$ cat src/rtl/bin2bcd_led_feeder.sv
// Sequential double-dabble converter: 32-bit binary in, 8 packed BCD digits out as a
// single-cycle write into the 7-segment display data register.
module bin2bcd_led_feeder #(
  parameter logic [31:0] LED_ADDR    = 32'h0000_0000,
  parameter logic [31:0] OVF_PATTERN = 32'hFFFF_FFFF
) (
  input  logic        clk,
  input  logic        rst_n,
  input  logic        in_valid,
  output logic        in_ready,
  input  logic [31:0] in_data,
  output logic [31:0] led_addr,
  output logic        led_wen,
  output logic [31:0] led_wdata,
  output logic        busy,
  output logic        ovf
);

  typedef enum logic [1:0] {
    StIdle,
    StConv,
    StOut
  } state_e;

  state_e      state_q, state_d;
  logic [31:0] bin_q, bin_d;
  logic [39:0] bcd_q, bcd_d;
  logic [4:0]  cnt_q, cnt_d;
  logic        wen_q, wen_d;
  logic [31:0] wdata_q, wdata_d;
  logic        ovf_q, ovf_d;

  logic        accept;
  logic [39:0] bcd_adj;
  logic [39:0] bcd_shift;
  logic [31:0] bin_shift;
  logic        ovf_now;

  assign accept = in_valid && (state_q == StIdle);

  // Add-3 on each digit >= 5; a digit tops out at 12 so nothing carries into its neighbour.
  always_comb begin
    bcd_adj = '0;
    for (int i = 0; i < 10; i++) begin
      if (bcd_q[4*i +: 4] >= 4'd5) begin
        bcd_adj[4*i +: 4] = bcd_q[4*i +: 4] + 4'd3;
      end else begin
        bcd_adj[4*i +: 4] = bcd_q[4*i +: 4];
      end
    end
  end

  assign bcd_shift = {bcd_adj[38:0], bin_q[31]};
  assign bin_shift = {bin_q[30:0], 1'b0};
  assign ovf_now   = |bcd_shift[39:32];

  always_comb begin
    state_d = state_q;
    bin_d   = bin_q;
    bcd_d   = bcd_q;
    cnt_d   = cnt_q;
    wen_d   = 1'b0;
    wdata_d = wdata_q;
    ovf_d   = ovf_q;

    unique case (state_q)
      StIdle: begin
        if (accept) begin
          state_d = StConv;
          bin_d   = in_data;
          bcd_d   = '0;
          cnt_d   = '0;
          ovf_d   = 1'b0;
        end
      end
      StConv: begin
        bin_d = bin_shift;
        bcd_d = bcd_shift;
        cnt_d = cnt_q + 5'd1;
        if (cnt_q == 5'd31) begin
          state_d = StOut;
          wen_d   = 1'b1;
          ovf_d   = ovf_now;
          wdata_d = ovf_now ? OVF_PATTERN : bcd_shift[31:0];
        end
      end
      StOut: begin
        state_d = StIdle;
      end
      default: begin
        state_d = StIdle;
      end
    endcase
  end

  always_ff @(posedge clk or negedge rst_n) begin
    if (!rst_n) begin
      state_q <= StIdle;
      bin_q   <= '0;
      bcd_q   <= '0;
      cnt_q   <= '0;
      wen_q   <= 1'b0;
      wdata_q <= '0;
      ovf_q   <= 1'b0;
    end else begin
      state_q <= state_d;
      bin_q   <= bin_d;
      bcd_q   <= bcd_d;
      cnt_q   <= cnt_d;
      wen_q   <= wen_d;
      wdata_q <= wdata_d;
      ovf_q   <= ovf_d;
    end
  end

  assign in_ready  = (state_q == StIdle);
  assign busy      = (state_q == StConv) || (state_q == StOut);
  assign led_addr  = LED_ADDR;
  assign led_wen   = wen_q;
  assign led_wdata = wdata_q;
  assign ovf       = ovf_q;

endmodule

$ cat config.mk
export PLATFORM = sky130hd
export DESIGN_NAME = bin2bcd_led_feeder
export DESIGN_NICKNAME = d
export VERILOG_FILES = /design/src/rtl/bin2bcd_led_feeder.sv
export SDC_FILE = /design/constraint.sdc
export NUM_CORES = 1
export LEC_CHECK = 0
export CAP_MARGIN = 25
export CELL_PAD_IN_SITES_DETAIL_PLACEMENT = 0
export CELL_PAD_IN_SITES_GLOBAL_PLACEMENT = 1
export CORE_ASPECT_RATIO = 0.8
export CORE_MARGIN = 3
export CORE_UTILIZATION = 30
export CTS_CLUSTER_SIZE = 12
export DETAILED_ROUTE_END_ITERATION = 12
export GPL_ROUTABILITY_DRIVEN = 0
export GPL_TIMING_DRIVEN = 0
export PLACE_DENSITY = 0.74
export RECOVER_POWER = 25
export SLEW_MARGIN = 0
export SYNTH_ARGS = -nofsm -noshare
export SYNTH_HDL_FRONTEND = slang
export SYNTH_SLANG_ARGS = --single-unit
$ cat constraint.sdc
create_clock -name clk -period 2 [get_ports clk]
set_input_delay 0.3 -clock clk [delete_from_list [all_inputs] [get_ports clk]]
set_output_delay 0.3 -clock clk [all_outputs]
set_load 0.02 [all_outputs]
==> run_results.csv <==
group,metric,value,unit
outcome,status,"finished with violations",
outcome,violations,"negative setup slack",
clock_network,clkLatencyLatePin,0.41,ns
finish,postLayoutCoreUtil,41.7,%
floorplan,coreArea,18400,um^2
flow_run,drv_cap,0,
worst_setup_path,timing_worst_setup_path_type,"flop to flop",
yosys,yosysTopAreaCellShare,49.3,%
global_routing,grt_pass1_vias,4480,
yosys,ys_ff_latch,113,
power,ir_worst_vdd,0.531,mV
worst_setup_path,crit_chain,"ha_4 -> nand2b_4 -> a2111o_1 -> a222oi_1 -> and4_1 -> buf_6 -> buf_8 -> a31oi_1",
route,drc_errors,0,
clock_network,path_clk_slew,0.05,ns
route,drt_iter0_drc,197,
worst_setup_path,critPathSlowestCell,"dfrtp_2",
sta,finalHoldViolCount,0,
global_routing,grtUsageTotal,13.5,%
floorplan,io_pins,103,
worst_setup_path,required,2.28,ns
floorplan,start_util,31.1,%
sta,min_period_over_period,111,%
sta,rsz0062_at_grt,"true",
clock_network,cts_buffers,17,
worst_setup_path,crit_fanout,10,
placement,placed_cells,947,
yosys,synthTopCellsByCount,"dfrtp_1, o21ai_0, nand2_1",
min_path,hold_class,"flop to flop",
yosys,synthesis.instances,592,
yosys,post-synth-top-count-cell,"dfrtp_1",
sta,worst_hold_slack,0.474,ns
yosys,synth.distinct_cells,34,
worst_setup_path,cp.depth,8,
power,power.leakage,3.45,nW
placement,portBuffers,70,
worst_setup_path,reg2reg_depth,8,
yosys,async_flop_share,100,%
worst_setup_path,crit_buf_inv,2,
clock_network,cts-root-buf,"clkbuf_16",
placement,dp_slack,-0.645,ns
yosys,yosys_warnings,0,
floorplan,die_h,130,um
sta,slew_headroom,2.16,%
global_routing,grt_max_degree,60,
floorplan,die_w,161,um
yosys,syn_area,5730,um^2
power,p_sw_share,32.1,%
route,dr.pass1.iters,5,
sta,final.setup.worst_slack,-0.226,ns
finish,final_nets,781,
sta,drv_slew,0,
yosys,synthTopCellsByArea,"dfrtp_1, o21ai_0, mux2i_1",
placement,hpwl,9.16,mm
global_routing,grt-ovfl-total,0,
power,power.density,1090,nW/um^2
worst_setup_path,cp_top_family,"compound AO/OA/AOI/OAI gates",
route,wl_per_cell,13.4,um
global_routing,antenna_found_initial,0,
worst_setup_path,arrival,2.51,ns
route,finalWirelength,13.3,mm
finish,area_growth,34.2,%
power,p_seq_share,35.1,%
finish,fillCellCount,1840,
sta,finClkSkew,0.00616,ns
sta,max_freq,0.449,GHz
clock_network,htree_levels,4,
yosys,synth-edff-count,0,
route,antenna_left,0,
floorplan,die-area,20800,um^2
finish,drive_gt1_share,16.2,%
yosys,yosysTopAreaCell,"dfrtp_1",
finish,diodes,0,
power,power.net_switching,2.69,mW
power,combPwrFrac,26.5,%
worst_setup_path,critPathMaxStageDelay,0.43,ns
sta,worst_pin_slew,1.47,ns
yosys,avgSynthCellArea,9.68,um^2
route,vias,4449,
sta,fin_crit,2.23,ns
clock_network,cts_tree,"done",
global_routing,grt_first_pass_wirelength,22.6,mm
clock_network,cts.sinks,113,
clock_network,clockBufferDepth,2,
floorplan,rows,44,
power,clkPwrFrac,38.4,%
min_path,worstHoldPathCells,2,
finish,layoutNonFillerInstCount,988,
worst_setup_path,end_kind,"flop",
yosys,yosysSeqAreaShare,49.3,%
route,viasPerCell,4.50,
sta,setup_viol,33,
worst_setup_path,cp-start-kind,"flop",
power,intPower,5.69,mW
yosys,ys.flop_type,"dfrtp_1",
## layer usage
metal	track usage [%]	wire (um)	up-vias	share of wire [%]
li1	-	-	2242	-
met1	19.0	6690	2120	50
met2	20.4	5990	79	45
met3	4.38	528	8	4.0
met4	3.37	64	0	0.48
met5	0	0	-	0
## power by group through the flow
stage | Sequential [mW] | Combinational [mW] | Clock [mW]
finish | 2.94 | 2.22 | 3.21
global route | 2.99 | 2.55 | 3.41
CTS | 2.94 | 2.24 | 3.30
detailed placement | 2.97 | 2.20 | 0
global placement | 2.96 | 2.16 | 0
floorplan | 2.90 | 1.56 | 0
## repair_timing
item	CTS	global route
hold buffers	1	0
setup buffers	6	3
endpoints found under the hold margin	54	0
setup endpoints to repair	112	71
gates resized for setup	22	20
cloned	0	0
pin swaps	3	3
## stage by stage
step	instance area [um^2]	total power [mW]	TNS [ns]
CTS	7650	8.47	-7.19
detailed placement	6930	5.18	-42.56
finish	7690	8.37	-6.78
global route	7690	8.95	-10.59
global placement	6900	5.13	-492.93
floorplan	5880	4.46	-1.27
## area by class of cell
| class | instances | area, um^2 | area share, % |
|---|---|---|---|
| inverters | 26 | 97.6 | 1.27 |
| plain buffers | 63 | 429 | 5.58 |
| flip-flops and latches | 113 | 2830 | 36.8 |
| multi-input cells | 420 | 2600 | 33.8 |
| well taps | 253 | 317 | 4.11 |
| repair buffers | 81 | 802 | 10.4 |
| clock buffers | 21 | 460 | 5.98 |
| clock inverters | 11 | 159 | 2.07 |
## kinds of logic (layout without fill, tap and decap cells)
group           count (synthesis)  after routing  share of synthesized area, %
other cells                     1             32                        0.0654
flops                         113            113                          49.3
fa+ha+maj                      24             24                          5.24
buf+inv                        90            202                          8.75
compound gates                163            163                          15.9
xor+xnor                        9              9                          1.38
mux                            40             40                          7.16
simple gates                  152            152                          12.2
## placed cells by master, fill, tap and decap left out, types with 8 or more instances in the layout
| cell | count |
|---|---|
| dfrtp_1 | 111 |
| o21ai_0 | 85 |
| nand2_1 | 74 |
| clkdlybuf4s50_1 | 67 |
| buf_4 | 40 |
| nor2_1 | 35 |
| a31oi_1 | 34 |
| mux2i_1 | 32 |
| conb_1 | 32 |
| a21oi_1 | 30 |
| inv_1 | 24 |
| ha_1 | 20 |
| nor3b_1 | 19 |
| clkbuf_16 | 17 |
| clkbuf_2 | 15 |
| xnor2_1 | 9 |
| clkbuf_1 | 9 |
| nand2b_1 | 8 |
| mux2_2 | 8 |
## state kept, by name, indices dropped and copies added (netlist names)
name       flops
led_wdata     32
led_wen        1
cnt_q          5
ovf            1
bcd_q         40
bin_q         32
state_q        2
## worst reg2reg max path: stages (launching register included)
cell and delay (ns):
dfrtp_2 0.43, ha_4 0.17, nand2b_4 0.13, a2111o_1 0.36
a222oi_1 0.37, and4_1 0.25, buf_6 0.14, buf_8 0.14
a31oi_1 0.09
## final timing paths
check                               start       endpoint  slack, ns
worst min-delay path             bin_q[4]       bin_q[4]       0.47
worst min register to register   bin_q[4]       bin_q[4]       0.47
max in group asynchronous           rst_n      bcd_q[36]       0.24
worst max register to register  bcd_q[36]  led_wdata[12]      -0.23
worst max-delay path            bcd_q[36]  led_wdata[12]      -0.23
min in group asynchronous           rst_n   led_wdata[8]       0.76
(Power assumes the default switching activity.)
